[src/rtl/qupls_branch_miss_seq_pkg.sv]
// Shared types for the branch-miss recovery sequencer: recovery FSM encoding,
// the extended PC carried with a miss, and the reset PC.
package qupls_branch_miss_seq_pkg;

  // The stomp block range-checks CHKPT_RESTORE..DONE2, so this order is fixed.
  typedef enum logic [2:0] {
    BS_IDLE           = 3'd0,
    BS_CAPTURE_MISSPC = 3'd1,
    BS_CHKPT_RESTORE  = 3'd2,
    BS_CHKPT_RESTORED = 3'd3,
    BS_STATE3         = 3'd4,
    BS_DONE           = 3'd5,
    BS_DONE2          = 3'd6
  } branch_state_t;

  typedef struct packed {
    logic [5:0]  bno_t;
    logic [5:0]  bno_f;
    logic [31:0] pc;
  } pc_address_ex_t;

  localparam logic [31:0] RSTPC = 32'hFFFD_0000;
  localparam pc_address_ex_t RST_MISSPC = '{bno_t: 6'd1, bno_f: 6'd0, pc: RSTPC};

endpackage

[src/rtl/qupls_branch_miss_seq_if.sv]
// Branch-unit mispredict reports plus the checkpoint-restore handshake with the
// rename map. The sequencer uses the slave modport.
interface qupls_branch_miss_seq_if #(
  parameter int NBRU = 2,
  parameter int ROBW = 5,
  parameter int CKW  = 4
);
  import qupls_branch_miss_seq_pkg::*;

  logic [NBRU-1:0]           bru_v;
  logic [NBRU-1:0]           bru_miss;
  logic [NBRU-1:0][ROBW-1:0] bru_robid;
  logic [NBRU-1:0][CKW-1:0]  bru_cndx;
  pc_address_ex_t [NBRU-1:0] bru_tgt;
  logic                      restore_req;
  logic [CKW-1:0]            restore_cndx;
  logic                      restore_ack;

  modport master (
    output bru_v, bru_miss, bru_robid, bru_cndx, bru_tgt, restore_ack,
    input  restore_req, restore_cndx
  );

  modport slave (
    input  bru_v, bru_miss, bru_robid, bru_cndx, bru_tgt, restore_ack,
    output restore_req, restore_cndx
  );

endinterface

[src/rtl/qupls_rob_age_sel.sv]
// N-way oldest-entry select by ROB age relative to the head; the wrap-around
// subtraction makes the head itself age 0. Equal ages go to the lowest index.
module qupls_rob_age_sel #(
  parameter int N    = 2,
  parameter int ROBW = 5,
  parameter int IW   = (N > 1) ? $clog2(N) : 1
) (
  input  logic [ROBW-1:0]        head,
  input  logic [N-1:0]           v,
  input  logic [N-1:0][ROBW-1:0] id,
  output logic                   vld,
  output logic [IW-1:0]          idx
);

  logic [N-1:0][ROBW-1:0] age_w;
  logic [ROBW-1:0]        best_age;

  always_comb begin
    for (int i = 0; i < N; i++) age_w[i] = id[i] - head;
  end

  always_comb begin
    vld      = 1'b0;
    idx      = '0;
    best_age = '1;
    for (int i = 0; i < N; i++) begin
      if (v[i] && (!vld || age_w[i] < best_age)) begin
        vld      = 1'b1;
        idx      = IW'(i);
        best_age = age_w[i];
      end
    end
  end

endmodule

[src/rtl/qupls_branch_miss_seq.sv]
// Branch-miss recovery sequencer: picks the oldest mispredict, publishes the
// miss to stomp/fetch, and walks the checkpoint restore handshake.
module qupls_branch_miss_seq
  import qupls_branch_miss_seq_pkg::*;
#(
  parameter int NBRU        = 2,
  parameter int ROB_ENTRIES = 32,
  parameter int NCHKPT      = 16,
  localparam int ROBW = $clog2(ROB_ENTRIES),
  localparam int CKW  = $clog2(NCHKPT)
) (
  input  logic                          clk,
  input  logic                          rst,
  input  logic [ROBW-1:0]               rob_head,
  qupls_branch_miss_seq_if.slave        bru,
  input  logic                          advance_pipeline,
  output logic                          branchmiss,
  output pc_address_ex_t                misspc,
  output logic [ROBW-1:0]               miss_robid,
  output branch_state_t                 branch_state,
  output logic                          busy,
  output logic [31:0]                   miss_count
);

  localparam int CIW = (NBRU > 1) ? $clog2(NBRU) : 1;

  branch_state_t  state_q, state_d;
  pc_address_ex_t misspc_q, misspc_d, pend_tgt_q, pend_tgt_d, cand_tgt, ld_tgt;
  logic [ROBW-1:0] miss_robid_q, miss_robid_d, pend_robid_q, pend_robid_d, cand_robid, ld_robid;
  logic [CKW-1:0]  restore_cndx_q, restore_cndx_d, pend_cndx_q, pend_cndx_d, cand_cndx, ld_cndx;
  logic            branchmiss_q, branchmiss_d, restore_req_q, restore_req_d, pend_v_q, pend_v_d;
  logic [31:0]     miss_count_q, miss_count_d;

  logic           cand_v, cand_older, cand_gv, sel_v, sel_idx, load;
  logic [CIW-1:0] cand_idx;

  function automatic logic [ROBW-1:0] rob_age(input logic [ROBW-1:0] id, input logic [ROBW-1:0] head);
    return id - head;
  endfunction

  qupls_rob_age_sel #(.N(NBRU), .ROBW(ROBW), .IW(CIW)) u_cand_sel (
    .head (rob_head),
    .v    (bru.bru_v & bru.bru_miss),
    .id   (bru.bru_robid),
    .vld  (cand_v),
    .idx  (cand_idx)
  );

  assign cand_robid = bru.bru_robid[cand_idx];
  assign cand_cndx  = bru.bru_cndx[cand_idx];
  assign cand_tgt   = bru.bru_tgt[cand_idx];
  assign cand_older = cand_v && (rob_age(cand_robid, rob_head) < rob_age(miss_robid_q, rob_head));
  // Outside IDLE only a candidate older than the active miss survives; the rest are already stomped.
  assign cand_gv    = cand_v && ((state_q == BS_IDLE) || cand_older);

  qupls_rob_age_sel #(.N(2), .ROBW(ROBW), .IW(1)) u_pend_sel (
    .head (rob_head),
    .v    ({cand_gv, pend_v_q}),
    .id   ({cand_robid, pend_robid_q}),
    .vld  (sel_v),
    .idx  (sel_idx)
  );

  always_ff @(posedge clk) begin
    if (rst) begin
      state_q        <= BS_IDLE;
      misspc_q       <= RST_MISSPC;
      miss_robid_q   <= '0;
      restore_cndx_q <= '0;
      branchmiss_q   <= 1'b0;
      restore_req_q  <= 1'b0;
      miss_count_q   <= '0;
      pend_v_q       <= 1'b0;
      pend_tgt_q     <= '0;
      pend_robid_q   <= '0;
      pend_cndx_q    <= '0;
    end else begin
      state_q        <= state_d;
      misspc_q       <= misspc_d;
      miss_robid_q   <= miss_robid_d;
      restore_cndx_q <= restore_cndx_d;
      branchmiss_q   <= branchmiss_d;
      restore_req_q  <= restore_req_d;
      miss_count_q   <= miss_count_d;
      pend_v_q       <= pend_v_d;
      pend_tgt_q     <= pend_tgt_d;
      pend_robid_q   <= pend_robid_d;
      pend_cndx_q    <= pend_cndx_d;
    end
  end

  always_comb begin
    state_d = state_q;
    case (state_q)
      BS_IDLE:           if (sel_v) state_d = BS_CAPTURE_MISSPC;
      BS_CAPTURE_MISSPC: if (!cand_older) state_d = BS_CHKPT_RESTORE;
      BS_CHKPT_RESTORE:  if (bru.restore_ack) state_d = BS_CHKPT_RESTORED;
      BS_CHKPT_RESTORED: state_d = BS_STATE3;
      BS_STATE3:         if (advance_pipeline) state_d = BS_DONE;
      BS_DONE:           state_d = BS_DONE2;
      BS_DONE2:          state_d = BS_IDLE;
      default:           state_d = BS_IDLE;
    endcase
  end

  always_comb begin
    misspc_d       = misspc_q;
    miss_robid_d   = miss_robid_q;
    restore_cndx_d = restore_cndx_q;
    miss_count_d   = miss_count_q;
    pend_v_d       = pend_v_q;
    pend_tgt_d     = pend_tgt_q;
    pend_robid_d   = pend_robid_q;
    pend_cndx_d    = pend_cndx_q;
    branchmiss_d   = 1'b0;
    restore_req_d  = (state_d == BS_CHKPT_RESTORE);
    load           = 1'b0;
    ld_tgt         = cand_tgt;
    ld_robid       = cand_robid;
    ld_cndx        = cand_cndx;
    case (state_q)
      BS_IDLE: begin
        if (sel_v) begin
          load     = 1'b1;
          pend_v_d = 1'b0;
          if (!sel_idx) begin
            ld_tgt   = pend_tgt_q;
            ld_robid = pend_robid_q;
            ld_cndx  = pend_cndx_q;
          end
        end
      end
      BS_CAPTURE_MISSPC: load = cand_older;
      BS_CHKPT_RESTORE, BS_CHKPT_RESTORED, BS_STATE3, BS_DONE, BS_DONE2: begin
        if (sel_v && sel_idx) begin
          pend_v_d     = 1'b1;
          pend_tgt_d   = cand_tgt;
          pend_robid_d = cand_robid;
          pend_cndx_d  = cand_cndx;
        end
      end
      default: ;
    endcase
    if (load) begin
      misspc_d       = ld_tgt;
      miss_robid_d   = ld_robid;
      restore_cndx_d = ld_cndx;
      branchmiss_d   = 1'b1;
      if (miss_count_q != '1) miss_count_d = miss_count_q + 32'd1;
    end
  end

  assign branchmiss       = branchmiss_q;
  assign misspc           = misspc_q;
  assign miss_robid       = miss_robid_q;
  assign branch_state     = state_q;
  assign busy             = (state_q != BS_IDLE);
  assign miss_count       = miss_count_q;
  assign bru.restore_req  = restore_req_q;
  assign bru.restore_cndx = restore_cndx_q;

endmodule

[src/flat_wrapper.sv]
// flat-port wrapper written by rule: the top's interface ports become plain ports
module qupls_branch_miss_seq_flat import qupls_branch_miss_seq_pkg::*;
#(
  parameter int NBRU        = 2,
  parameter int ROB_ENTRIES = 32,
  parameter int NCHKPT      = 16,
  localparam int ROBW = $clog2(ROB_ENTRIES),
  localparam int CKW  = $clog2(NCHKPT)
)
  (clk, rst, rob_head, advance_pipeline, branchmiss, misspc, miss_robid, branch_state, busy, miss_count, bru_bru_v, bru_bru_miss, bru_bru_robid, bru_bru_cndx, bru_bru_tgt, bru_restore_ack, bru_restore_req, bru_restore_cndx);
  qupls_branch_miss_seq_if #(.NBRU(NBRU), .ROBW((5)), .CKW((4))) bru_i ();
  input  logic clk;
  input  logic rst;
  input  logic [ROBW-1:0] rob_head;
  input  logic advance_pipeline;
  output logic branchmiss;
  output pc_address_ex_t misspc;
  output logic [ROBW-1:0] miss_robid;
  output branch_state_t branch_state;
  output logic busy;
  output logic [31:0] miss_count;
  input wire logic [$bits(bru_i.bru_v)-1:0] bru_bru_v;
  input wire logic [$bits(bru_i.bru_miss)-1:0] bru_bru_miss;
  input wire logic [$bits(bru_i.bru_robid)-1:0] bru_bru_robid;
  input wire logic [$bits(bru_i.bru_cndx)-1:0] bru_bru_cndx;
  input wire logic [$bits(bru_i.bru_tgt)-1:0] bru_bru_tgt;
  input wire logic [$bits(bru_i.restore_ack)-1:0] bru_restore_ack;
  output wire logic [$bits(bru_i.restore_req)-1:0] bru_restore_req;
  output wire logic [$bits(bru_i.restore_cndx)-1:0] bru_restore_cndx;
  assign bru_i.bru_v = bru_bru_v;
  assign bru_i.bru_miss = bru_bru_miss;
  assign bru_i.bru_robid = bru_bru_robid;
  assign bru_i.bru_cndx = bru_bru_cndx;
  assign bru_i.bru_tgt = bru_bru_tgt;
  assign bru_i.restore_ack = bru_restore_ack;
  assign bru_restore_req = bru_i.restore_req;
  assign bru_restore_cndx = bru_i.restore_cndx;
  qupls_branch_miss_seq #(.NBRU(NBRU), .ROB_ENTRIES(ROB_ENTRIES), .NCHKPT(NCHKPT)) u_core (.clk(clk), .rst(rst), .rob_head(rob_head), .bru(bru_i), .advance_pipeline(advance_pipeline), .branchmiss(branchmiss), .misspc(misspc), .miss_robid(miss_robid), .branch_state(branch_state), .busy(busy), .miss_count(miss_count));
endmodule
[config.mk]
export PLATFORM = sky130hd
export DESIGN_NAME = qupls_branch_miss_seq_flat
export DESIGN_NICKNAME = d
export VERILOG_FILES = /design/src/rtl/qupls_branch_miss_seq_pkg.sv /design/src/rtl/qupls_branch_miss_seq_if.sv /design/src/rtl/qupls_rob_age_sel.sv /design/src/rtl/qupls_branch_miss_seq.sv /design/src/flat_wrapper.sv
export SDC_FILE = /design/constraint.sdc
export NUM_CORES = 1
export LEC_CHECK = 0
export ABC_AREA = 1
export CAP_MARGIN = 20
export CORE_MARGIN = 4
export CORE_UTILIZATION = 25
export DETAILED_ROUTE_END_ITERATION = 12
export GPL_ROUTABILITY_DRIVEN = 0
export PLACE_DENSITY = 0.44
export SYNTH_ARGS = -nofsm -noshare
export SYNTH_HDL_FRONTEND = slang
export SYNTH_HIERARCHICAL = 1
export SYNTH_SLANG_ARGS = --single-unit
[constraint.sdc]
create_clock -name clk -period 9.7 [get_ports clk]
set_clock_uncertainty 0.2 [all_clocks]
set_input_delay 1.94 -clock clk [delete_from_list [all_inputs] [get_ports clk]]
set_output_delay 1.94 -clock clk [all_outputs]
set_load 0.005 [all_outputs]
# After elaboration in Yosys (flattened, before gate mapping)
# Cells that the tools add are included.
# word_totals
output_inout_bits,91
inputBits,119
reg_bits,144
# op_classes
addsub,6
bitwise,1
order_cmp,4
mux,34
reduce_logical,17
eq_ne,10
# op_table
cell,n
$mux W44,5
$mux W5,7
$add A32 B1 Y32 const B,1
$ne A32 B32 Y1 const B,1
$sub A5 B5 Y5,5
$mux W4,5
$pmux W3 S6,1
$lt A5 B5 Y1,3
$mux W3,4
$mux W1,10
$eq A3 B2 Y1 const B,3
$eq A3 B3 Y1 const B,3
$logic_and A1 B1 Y1,5
$reduce_or A5 Y1,1
$ne A2 B1 Y1 const B,2
$pmux W1 S2,2
$reduce_and A2 Y1,2
$eq A3 B1 Y1 const B,1
$logic_not A3 Y1,1
$logic_or A1 B1 Y1,3
$reduce_and A3 Y1,1
$reduce_bool A3 Y1,1
$and A2 B2 Y2,1
$logic_not A1 Y1,2
2 further kinds,2

# Longest topological paths before layout
# Gate-level depths: netlist of run 1.
# logic_depth
depth_word,18
depth_mapped,40
mapped_depth_nobuf,37

# By module
# The synthesis of run 1 kept the hierarchy.
# modules_own_cells
module,cells_per_inst,seq_area_each_um2,instances,area_each_um2
qupls_branch_miss_seq,1069,2882.8,1,7618.6
qupls_rob_age_sel,68,0.0,2,440.4

# Worst setup path before layout of run 1
# Ideal clock, no wire load.
# synth_timing
path_type,input to register
start,in bru_bru_robid[5]
end,reg u_core/pend_tgt_q[0] (netlist name)
t_required_ns,9.384
arrival_ns,6.931
n_path_buf,4
cell_stages,37
path_slack_ns,2.453
path_cell_list,inv_1 ha_1 inv_1 fa_1 nand3_1 nand2_1 xor2_1 ha_1 nand2_1 inv_1 nand2_1 nand3_1 a21oi_1 buf_2 buf_2 nand2_1 o21ai_0 ha_1 inv_1 fa_1 a21o_1 a21oi_1 xor2_1 ha_1 nand2_1 inv_1 nor2_1 nand3_1 a21boi_0 inv_1 a21oi_1 nand3_1 inv_2 buf_2 buf_2 nand2_1 o211a_1
# synth_via
elab_chain_cells,16
word_cells_on_any_way,22
# synth_lines
element,line_no,text
start: declaration,flat_wrapper.sv:24,input wire logic [$bits(bru_i.bru_robid)-1:0] bru_bru_robid;
$sub A5 B5 Y5,qupls_rob_age_sel.sv:19,for (int i = 0; i < N; i++) age_w[i] = id[i] - head;
$lt A5 B5 Y1,qupls_rob_age_sel.sv:27,if (v[i] && (!vld || age_w[i] < best_age)) begin
$logic_or A1 B1 Y1,qupls_rob_age_sel.sv:27,
$logic_and A1 B1 Y1,qupls_rob_age_sel.sv:27,
$mux W1,qupls_rob_age_sel.sv:27,
via u_core.cand_idx,qupls_branch_miss_seq.sv:35,logic [CIW-1:0] cand_idx;
$mux W5 (not written as such) (2 in a row),qupls_branch_miss_seq.sv:49,assign cand_robid = bru.bru_robid[cand_idx];
$sub A5 B5 Y5,qupls_branch_miss_seq.sv:38,return id - head;
(+2 left out),--,
$logic_or A1 B1 Y1,qupls_branch_miss_seq.sv:54,assign cand_gv = cand_v && ((state_q == BS_IDLE) || cand_older);
$logic_and A1 B1 Y1,qupls_branch_miss_seq.sv:54,
via u_core.cand_gv,qupls_branch_miss_seq.sv:34,"logic cand_v, cand_older, cand_gv, sel_v, sel_idx, load;"
$logic_and A1 B1 Y1,qupls_rob_age_sel.sv:27,
$mux W1,qupls_rob_age_sel.sv:27,
via u_core.sel_idx,qupls_branch_miss_seq.sv:34,
$logic_and A1 B1 Y1,qupls_branch_miss_seq.sv:135,if (sel_v && sel_idx) begin
$reduce_and A2 Y1 (no line),--,
end signal: assignment,qupls_branch_miss_seq.sv:86,pend_tgt_q <= pend_tgt_d;
end: declaration,qupls_branch_miss_seq.sv:28,"pc_address_ex_t misspc_q, misspc_d, pend_tgt_q, pend_tgt_d, cand_tgt, ld_tgt;"
# The timed path passes the listed nets, and every way through them passes these cells. The select of a mux whose other input is x is not followed.
# A chain may end at the register's enable or synchronous reset.

# Final worst setup path of run 1
# layout_timing
start,in rob_head[0]
end,reg u_core/pend_tgt_q[18] (netlist name)
# layout_via
elab_chain_cells,17
word_cells_on_any_way,27
# layout_lines
element,line_no,text
start: declaration,flat_wrapper.sv:14,input logic [ROBW-1:0] rob_head;
$sub A5 B5 Y5,qupls_rob_age_sel.sv:19,
$mux W5,qupls_rob_age_sel.sv:27,
$lt A5 B5 Y1 *,qupls_rob_age_sel.sv:27,
$logic_or A1 B1 Y1 *,qupls_rob_age_sel.sv:27,
$logic_and A1 B1 Y1 *,qupls_rob_age_sel.sv:27,
$mux W1 *,qupls_rob_age_sel.sv:27,
via u_core.cand_idx,qupls_branch_miss_seq.sv:35,
$mux W5 (not written as such) * (2 in a row),qupls_branch_miss_seq.sv:49,
(+3 left out),--,
$logic_or A1 B1 Y1 *,qupls_branch_miss_seq.sv:54,
$logic_and A1 B1 Y1 *,qupls_branch_miss_seq.sv:54,
via u_core.cand_gv,qupls_branch_miss_seq.sv:34,
$logic_and A1 B1 Y1 *,qupls_rob_age_sel.sv:27,
$mux W1 *,qupls_rob_age_sel.sv:27,
via u_core.sel_idx,qupls_branch_miss_seq.sv:34,
$logic_and A1 B1 Y1 *,qupls_branch_miss_seq.sv:135,
$reduce_and A2 Y1 (no line) *,--,
# Mark *: on every way through the listed nets, which the timed path passes. The rest lies on a longest branch. The select of a mux whose other input is x is not followed.

==> results of run 1 <==
## power groups by stage
stage | Clock [mW] | Combinational [mW] | Sequential, mW
floorplan | 0 | 0.665 | 0.773
global placement | 0 | 1.06 | 0.778
detailed placement | 0 | 1.06 | 0.778
CTS | 0.721 | 1.07 | 0.767
global route | 0.745 | 1.19 | 0.781
finish | 0.694 | 1.03 | 0.765
## final timing paths
path                                            from                    end  slack [ps]  depth (start not counted)
worst max-delay path                     rob_head[0]  u_core/pend_tgt_q[18]        1510                         34
worst min-delay path               u_core/misspc[31]      u_core/misspc[31]         280                          2
worst max register to register  u_core/miss_robid[0]  u_core/pend_tgt_q[18]        5580                         19
worst min register to register     u_core/misspc[31]      u_core/misspc[31]         280                          2
## cell usage after synthesis (2+ instances only)
cell	n
a21boi_1	2
a21oi_1	38
a21oi_2	9
buf_1	2
buf_2	26
buf_4	2
buf_6	4
clkbuf_1	26
dfxtp_1	144
fa_1	6
ha_1	37
inv_1	73
inv_2	5
mux2_2	4
mux2i_1	48
nand2_1	324
nand2_2	13
nand3_1	53
nand3b_1	7
nand4_1	8
nor2_1	196
nor2_2	3
nor2_4	2
nor3_1	5
o211a_1	26
o211ai_1	16
o21ai_0	83
o21ai_1	2
o21bai_1	3
or2_1	2
xnor2_1	11
xor2_1	17
## worst reg2reg max path: cells and delay by family, from the launching register on
family / cells / cell delay [ps]
buf+inv: 5 / 980
fa+ha+maj: 3 / 930
simple gates: 6 / 810
compound gates: 4 / 580
flops: 1 / 350
xor+xnor: 1 / 150
## kinds of logic after synthesis
logic type | synth area share [%]
AO/OA/AOI/OAI | 13.35
XOR/XNOR | 2.885
adder cells (fa/ha/maj) | 6.860
buffers and inverters | 7.095
flip-flops | 33.92
multiplexers | 6.183
AND/OR/NAND/NOR | 29.71
## per-stage QoR
step           hold WS [ps]  setup slack, ps  power (mW)  instances  util [%]
6_report              276.8             1512       2.493       1842     34.41
5_1_grt               299.2            785.0       2.711       1842     34.41
4_1_cts               280.9             1376       2.554       1842     34.41
3_5_place_dp          261.2            944.2       1.836       1810     32.61
3_3_place_gp          254.5            983.8       1.839       1810     32.61
2_1_floorplan         252.4             2453       1.438       1205         -
## metal layers
metal	track usage [%]	wire length (µm)
met1	19.10	12550
met2	23.83	11970
met3	3.690	1433
met4	3.209	312
met5	0	13
## registers in the layout, summed over array words and instances (netlist names)
register,flops
u_core/branchmiss,1
u_core/pend_v_q,1
u_core/bru.restore_cndx,4
u_core/pend_tgt_q,44
u_core/miss_count,32
u_core/pend_cndx_q,4
u_core/branch_state,3
u_core/misspc,44
u_core/pend_robid_q,5
u_core/miss_robid,5
u_core/bru.restore_req,1
## area by class of cell
class | instances | area (µm²) | area share, %
multi-input cells | 922 | 5025 | 43.54
flip-flops and latches | 144 | 2883 | 24.98
repair buffers | 218 | 2172 | 18.82
well taps | 448 | 560.5 | 4.857
clock buffers | 18 | 439.2 | 3.806
inverters | 78 | 294.0 | 2.548
clock inverters | 14 | 166.4 | 1.442
==> impl_metrics.csv, run 1 <==
group,metric,value,unit
pwr,ir_drop,119.6,µV
clocking,cts_buffers,17,
flow_run,cap_violations,0,
setup_path,critPathArrivalTime,8300,ps
setup_path,max_stage_delay,630,ps
final_layout,layout_common_cells,"nand2_1, clkdlybuf4s50_1, nor2_1, dfxtp_1, o21ai_0",
setup_path,slowest_stage,"clkdlybuf4s50_1",
final_layout,final_common_cell,"nand2_1",
routing,wl,26280,µm
synthesis,synth_top_area_share,33.92,%
pwr,pwr-share-seq,30.7,%
pwr,power_frac_comb,41.5,%
sta,post-route-min-period,8188,ps
synthesis,syn_area_per_cell,7.053,µm²
pwr,p_switching,0.9829,mW
global_route,gr-usage-all-layers,14.46,%
floorplanning,dieArea,0.03701,mm²
global_route,overflow,0,
routing,dr.pass1.iters,4,
routing,vias,8082,
global_route,antenna_found_initial,1,
setup_path,cp_max_fo,23,
clocking,cts_root_buffer,"clkbuf_16",
synthesis,synthCells,1205,
synthesis,synth-seq-area-share,33.92,%
routing,postRouteAntennaNets,0,
final_layout,fillers,3652,
clocking,postCtsSetupRepairBufs,0,
synthesis,synth-edff-count,0,
sta,rsz0062_at_grt,"no",
final_layout,design_area,0.01154,mm²
sta,slew_headroom,43.02,%
final_layout,fin_nets,1543,
final_layout,syn2layout_area_growth,35.77,%
clocking,cts.reportedPaths.clkPinSlew,70,ps
synthesis,synth_nets,1367,
global_route,grt_max_degree,76,
place,place_area,0.01093,mm²
sta,maxSlewViolCount,0,
clocking,hold_buffers,0,
setup_path,worst_setup_path_start_kind,"input pin",
setup_path,cpLargestDelayFamily,"adder cells",
synthesis,synth_flop_cell,"dfxtp_1",
synthesis,syn_area,0.008499,mm²
routing,vias_per_cell,4.388,
synthesis,synthTopCellsByArea,"dfxtp_1, nand2_1, nor2_1, mux2i_1, ha_1",
sta,hold_viol_final,0,
floorplanning,die_w,192.4,µm
sta,fmax,122.1,MHz
pwr,clkPwrFrac,27.8,%
floorplanning,rows,67,
synthesis,synth_async_sr_flop_share,0,%
pwr,leakagePower,4.715,nW
clocking,cts_num_sinks,144,
sta,final.setup.tns,0,ps
sta,fin_crit_sh,84.41,%
final_layout,antennaDiodeCount,0,
sta,finalSetupViolations,0,
status,outcome,"finished, final reports clean",
final_layout,drive_gt1_share,5.882,%
clocking,cts_resized,0,
pwr,swShare,39.42,%
clocking,clkLatencyLatePin,420,ps
global_route,first_global_vias,8034,
min_path,hold_path_class,"register to register",
setup_path,worst-path-buf-inv,7,
floorplanning,core_area,0.03353,mm²
setup_path,crit_path_end_kind,"register",
place,numPortBuffers,209,
synthesis,synth-seq-cells,144,
pwr,p_int,1.510,mW
routing,drtIter0Drc,307,
floorplanning,pin_count,210,
clocking,cts_tree,"done",
pwr,power_density,216.1,mW/mm²
synthesis,ys_types,40,
clocking,htree_num_levels,4,
floorplanning,floorplan.initialDensity,25.35,%
floorplanning,die_height,192.4,µm
synthesis,yosysWarningCount,6,
setup_path,critPathRequiredTime,9810,ps
sta,tightest_slew,854.7,ps
global_route,grt_pass1_wl,42860,µm
clocking,cts_buffer_depth,2,
synthesis,yosys.area.top_type,"dfxtp_1",
routing,wl_per_cell,14.27,µm
place,place_hpwl,18870,µm
setup_path,crit_type,"input pin to register",
routing,drcViolationCount,0,
No activity file was read; power rests on OpenSTA's default activity.
==> inputs of run 2 (changes only) <==
PLACE_DENSITY = 0.46   (was 0.44)
clock period = 6.78 ns   (was 9.7 ns; I/O delays follow)
==> impl_metrics.csv, run 2 (synthesized netlist as in run 1, its figures left out) <==
group,metric,value,unit
status,outcome,"finished, final reports clean",
global_route,grt_pass1_wl,42280,µm
final_layout,syn2layout_area_growth,44.40,%
routing,vias,8374,
setup_path,crit_type,"input pin to register",
setup_path,r2r_slack,3150,ps
clocking,cts_tree,"done",
setup_path,slowest_stage,"clkdlybuf4s50_1",
sta,post-route-min-period,6518,ps
routing,postRouteAntennaNets,0,
setup_path,cp_max_fo,8,
clocking,cts_num_sinks,144,
pwr,leakagePower,5.095,nW
floorplanning,pin_count,210,
final_layout,antennaDiodeCount,0,
global_route,antenna_found_initial,0,
sta,maxSlewViolCount,0,
final_layout,fin_nets,1600,
clocking,cts.reportedPaths.clkPinSlew,70,ps
setup_path,critPathArrivalTime,6620,ps
clocking,htree_num_levels,4,
setup_path,max_stage_delay,510,ps
sta,tightest_slew,828.9,ps
place,numPortBuffers,209,
final_layout,seq_area,0.002883,mm²
floorplanning,die_height,192.4,µm
routing,wl,26930,µm
global_route,overflow,0,
final_layout,layout_common_cells,"nand2_1, clkdlybuf4s50_1, nor2_1, dfxtp_1, o21ai_0",
final_layout,final_common_cell,"nand2_1",
floorplanning,dieArea,0.03701,mm²
setup_path,cpLargestDelayFamily,"simple AND/OR/NAND/NOR gates",
floorplanning,core_area,0.03353,mm²
clocking,cts_buffers,17,
clocking,clkLatencyLatePin,430,ps
flow_run,cap_violations,0,
routing,dr.pass1.iters,5,
routing,drcViolationCount,0,
sta,slew_headroom,44.74,%
setup_path,worst_setup_path_start_kind,"input pin",
global_route,grt_max_degree,58,
final_layout,design_area,0.01227,mm²
routing,wl_per_cell,14.18,µm
place,place_area,0.01139,mm²
clocking,cts_buffer_depth,2,
setup_path,critPathRequiredTime,6890,ps
sta,finalSetupViolations,0,
place,place_hpwl,19460,µm
floorplanning,rows,67,
final_layout,drive_gt1_share,11.37,%
pwr,ir_drop,194.8,µV
clocking,cts_root_buffer,"clkbuf_16",
final_layout,fillers,3576,
sta,fmax,153.4,MHz
setup_path,worst-path-buf-inv,7,
pwr,power_density,316.6,mW/mm²
routing,vias_per_cell,4.410,
global_route,first_global_vias,8110,
sta,holdWs,274.6,ps
setup_path,crit_path_end_kind,"register",
final_layout,multi_input_comb_area,0.005137,mm²
clocking,hold_buffers,0,
routing,drtIter0Drc,435,
floorplanning,floorplan.initialDensity,25.35,%
min_path,hold_path_class,"register to register",
floorplanning,die_w,192.4,µm
sta,hold_viol_final,0,
global_route,gr-usage-all-layers,14.31,%
sta,fin_crit_sh,96.13,%
run 2: changes by cell type in the layout (fill, tap and decap cells not counted), moves of 4 or more:
cell and delta:
a21oi_1 -4, buf_4 +40, ha_1 -5, clkdlybuf4s50_1 -6, buf_12 +10, dlymetal6s2s_1 +5
a21oi_2 +4, ha_4 +4, inv_1 -5, clkbuf_16 +4
run 2: final cells by class:
cell class              instances  share of cell area [%]
clock buffers                  18                   3.497
clock inverters                14                   1.234
inverters                      78                   2.426
multi-input cells             922                   41.86
flip-flops and latches        144                   23.49
well taps                     448                   4.567
repair buffers                275                   22.93
run 2: what timing repair did:
action,4_1_cts,5_1_grt
resized for setup,0,41
setup endpoints to repair,0,142
setup buffers,0,6
run 2: worst reg2reg max path, delay by kind of cell, from the launching register on:
family	cells	cell delay, ps
buffers and inverters	5	500
AO/OA/AOI/OAI	3	410
adder cells (fa/ha/maj)	3	950
AND/OR/NAND/NOR	9	940
XOR/XNOR	1	150
flip-flops	1	350
run 2: stage by stage:
step           utilization (%)  setup slack (ps)  setup TNS [ps]  power, mW  std cells
5_1_grt                  36.60            -25.34          -170.2      4.209       1899
6_report                 36.60             262.3               0      3.885       1899
4_1_cts                  35.71             41.62               0      3.838       1889
2_1_floorplan                -             116.6               0      2.057       1205
3_3_place_gp             33.98            -291.1          -26530      2.850       1857
3_5_place_dp             33.98            -410.2          -47010      2.861       1857
run 2: worst paths after layout:
check	endpoint	cells after the start	from
setup / recovery	u_core/miss_count[1]	32	rob_head[2]
hold / removal	u_core/misspc[16]	2	u_core/misspc[16]
setup reg to reg	u_core/miss_count[1]	21	u_core/miss_robid[0]
hold reg to reg	u_core/misspc[16]	2	u_core/misspc[16]
run 2: report_power, final:
| part | total [mW] | internal [mW] | switching (mW) |
|---|---|---|---|
| clock network | 0.941 | 0.519 | 0.422 |
| logic | 1.85 | 0.875 | 0.976 |
| registers | 1.09 | 1.00 | 0.0889 |
run 2: layer usage:
metal | track usage [%] | part of all wire, %
met5 | 0 | 0
met4 | 3.374 | 1.0
met3 | 3.889 | 5.2
met2 | 23.87 | 47
met1 | 18.46 | 47
==> inputs of run 3 (changes only) <==
CORE_MARGIN = 2   (was 4)
==> impl_metrics.csv, run 3 (synthesized netlist as in run 1, its figures left out) <==
group,metric,value,unit
status,outcome,"finished, final reports clean",
flow_run,cap_violations,0,
final_layout,fin_nets,1590,
sta,fmax,155.2,MHz
final_layout,fillers,3579,
clocking,cts_tree,"done",
floorplanning,core_area,0.03353,mm²
place,pre_cts_slack,-251.1,ps
pwr,leakagePower,5.028,nW
min_path,hold_path_class,"register to register",
sta,post-route-min-period,6445,ps
setup_path,cp_common_cell,"inv_1",
global_route,antenna_found_initial,0,
sta,maxSlewViolCount,0,
floorplanning,die_w,188.4,µm
final_layout,utilization,36.36,%
sta,holdWs,273.5,ps
setup_path,critPathArrivalTime,6560,ps
pwr,clkPwrFrac,24.0,%
sta,fin_ws,335.5,ps
routing,drcViolationCount,0,
final_layout,antennaDiodeCount,0,
pwr,p_switching,1.524,mW
routing,wl,27250,µm
place,numPortBuffers,209,
floorplanning,floorplan.initialDensity,25.35,%
clocking,htree_num_levels,4,
setup_path,crit_path_end_kind,"register",
sta,fin_crit_sh,95.05,%
pwr,pwr-share-seq,27.9,%
place,place_area,0.01130,mm²
sta,tightest_slew,965.1,ps
pwr,power_frac_comb,48.1,%
clocking,cts_root_buffer,"clkbuf_16",
floorplanning,die_height,188.4,µm
setup_path,worst_setup_path_start_kind,"input pin",
routing,vias_per_cell,4.461,
floorplanning,dieArea,0.03549,mm²
routing,vias,8427,
setup_path,cp_max_fo,8,
setup_path,crit_type,"input pin to register",
final_layout,drive_gt1_share,10.34,%
final_layout,syn2layout_area_growth,43.44,%
sta,slew_headroom,35.58,%
global_route,overflow,0,
sta,hold_viol_final,0,
clocking,hold_buffers,0,
sta,finalSetupViolations,0,
pwr,power_density,320.8,mW/mm²
pwr,ir_drop,268.0,µV
pwr,swShare,38.96,%
setup_path,slowest_stage,"clkdlybuf4s50_1",
floorplanning,rows,67,
clocking,cts.reportedPaths.clkPinSlew,70,ps
global_route,gr-usage-all-layers,14.83,%
clocking,cts_buffer_depth,2,
clocking,cts_buffers,17,
floorplanning,pin_count,210,
setup_path,max_stage_delay,420,ps
final_layout,design_area,0.01219,mm²
place,place_hpwl,18450,µm
global_route,grt_max_degree,69,
routing,dr.pass1.iters,5,
clocking,cts_num_sinks,144,
clocking,clkLatencyLatePin,420,ps
global_route,first_global_vias,8127,
routing,wl_per_cell,14.43,µm
routing,drtIter0Drc,359,
final_layout,layout_common_cells,"nand2_1, clkdlybuf4s50_1, nor2_1, dfxtp_1, o21ai_0",
pwr,p_int,2.387,mW
global_route,grt_pass1_wl,42380,µm
setup_path,critPathRequiredTime,6900,ps
final_layout,final_common_cell,"nand2_1",
routing,postRouteAntennaNets,0,
==> run 3: cell count changes in the layout (fill, tap and decap cells not counted), sizes merged <==
cell / previous run / this run
clkdlybuf4s50: 203 / 206
inv: 82 / 81
buf: 63 / 52
dlymetal6s2s: 5 / 2
clkbuf: 22 / 25
clkinv: 5 / 4
==> run 3: path summary, 6_finish.rpt <==
path,startpoint,end,slack [ps],depth (start not counted)
worst max-delay path,bru_bru_robid[5],u_core/misspc[6],340,36
worst max register to register,u_core/miss_robid[0],u_core/misspc[6],3240,22
worst min-delay path,u_core/misspc[16],u_core/misspc[16],270,2
worst min register to register,u_core/misspc[16],u_core/misspc[16],270,2
==> run 3: metrics by stage <==
stage | TNS, ps | power (mW) | std cells
after CTS | 0 | 3.753 | 1876
after floorplan | 0 | 2.057 | 1205
after global routing | -803.1 | 4.211 | 1889
after detailed placement | -24800 | 2.789 | 1844
after global placement | -11660 | 2.783 | 1844
final | 0 | 3.911 | 1889
==> run 3: final cells by class <==
class	count	area [µm²]	share of cell area (%)
multi-input combinational	922	5120	42.00
sequential	144	2883	23.65
inverter	78	297.8	2.443
tap	448	560.5	4.598
clock buffer	20	446.7	3.664
timing repair buffer	265	2760	22.64
clock inverter	12	123.9	1.016
==> run 3: what timing repair did <==
action / 4_1_cts / 5_1_grt
gates resized for setup: 0 / 32
endpoints found under the setup margin: 0 / 141
hold endpoints to repair: 0 / 0
setup buffers: 0 / 4
==> run 3: critical path, delay by kind of cell <==
kind	cells	cell delay, ps
compound gates	8	1210
xor+xnor	2	290
fa+ha+maj	6	1590
buf+inv	9	1180
simple gates	11	930
==> run 3: power by group through the flow <==
stage,Sequential (mW),Clock (mW),Combinational (mW)
floorplan,1.11,0,0.951
global placement,1.11,0,1.67
detailed placement,1.11,0,1.68
CTS,1.09,0.969,1.69
global route,1.11,1.01,2.09
finish,1.09,0.937,1.88
==> run 3: routing by layer <==
layer	track usage, %	vias up	wire, µm
met5	0	-	0
met4	3.245	0	149
met3	3.725	5	1405
met2	25.29	158	12910
met1	18.87	3897	12790
li1	-	4367	-
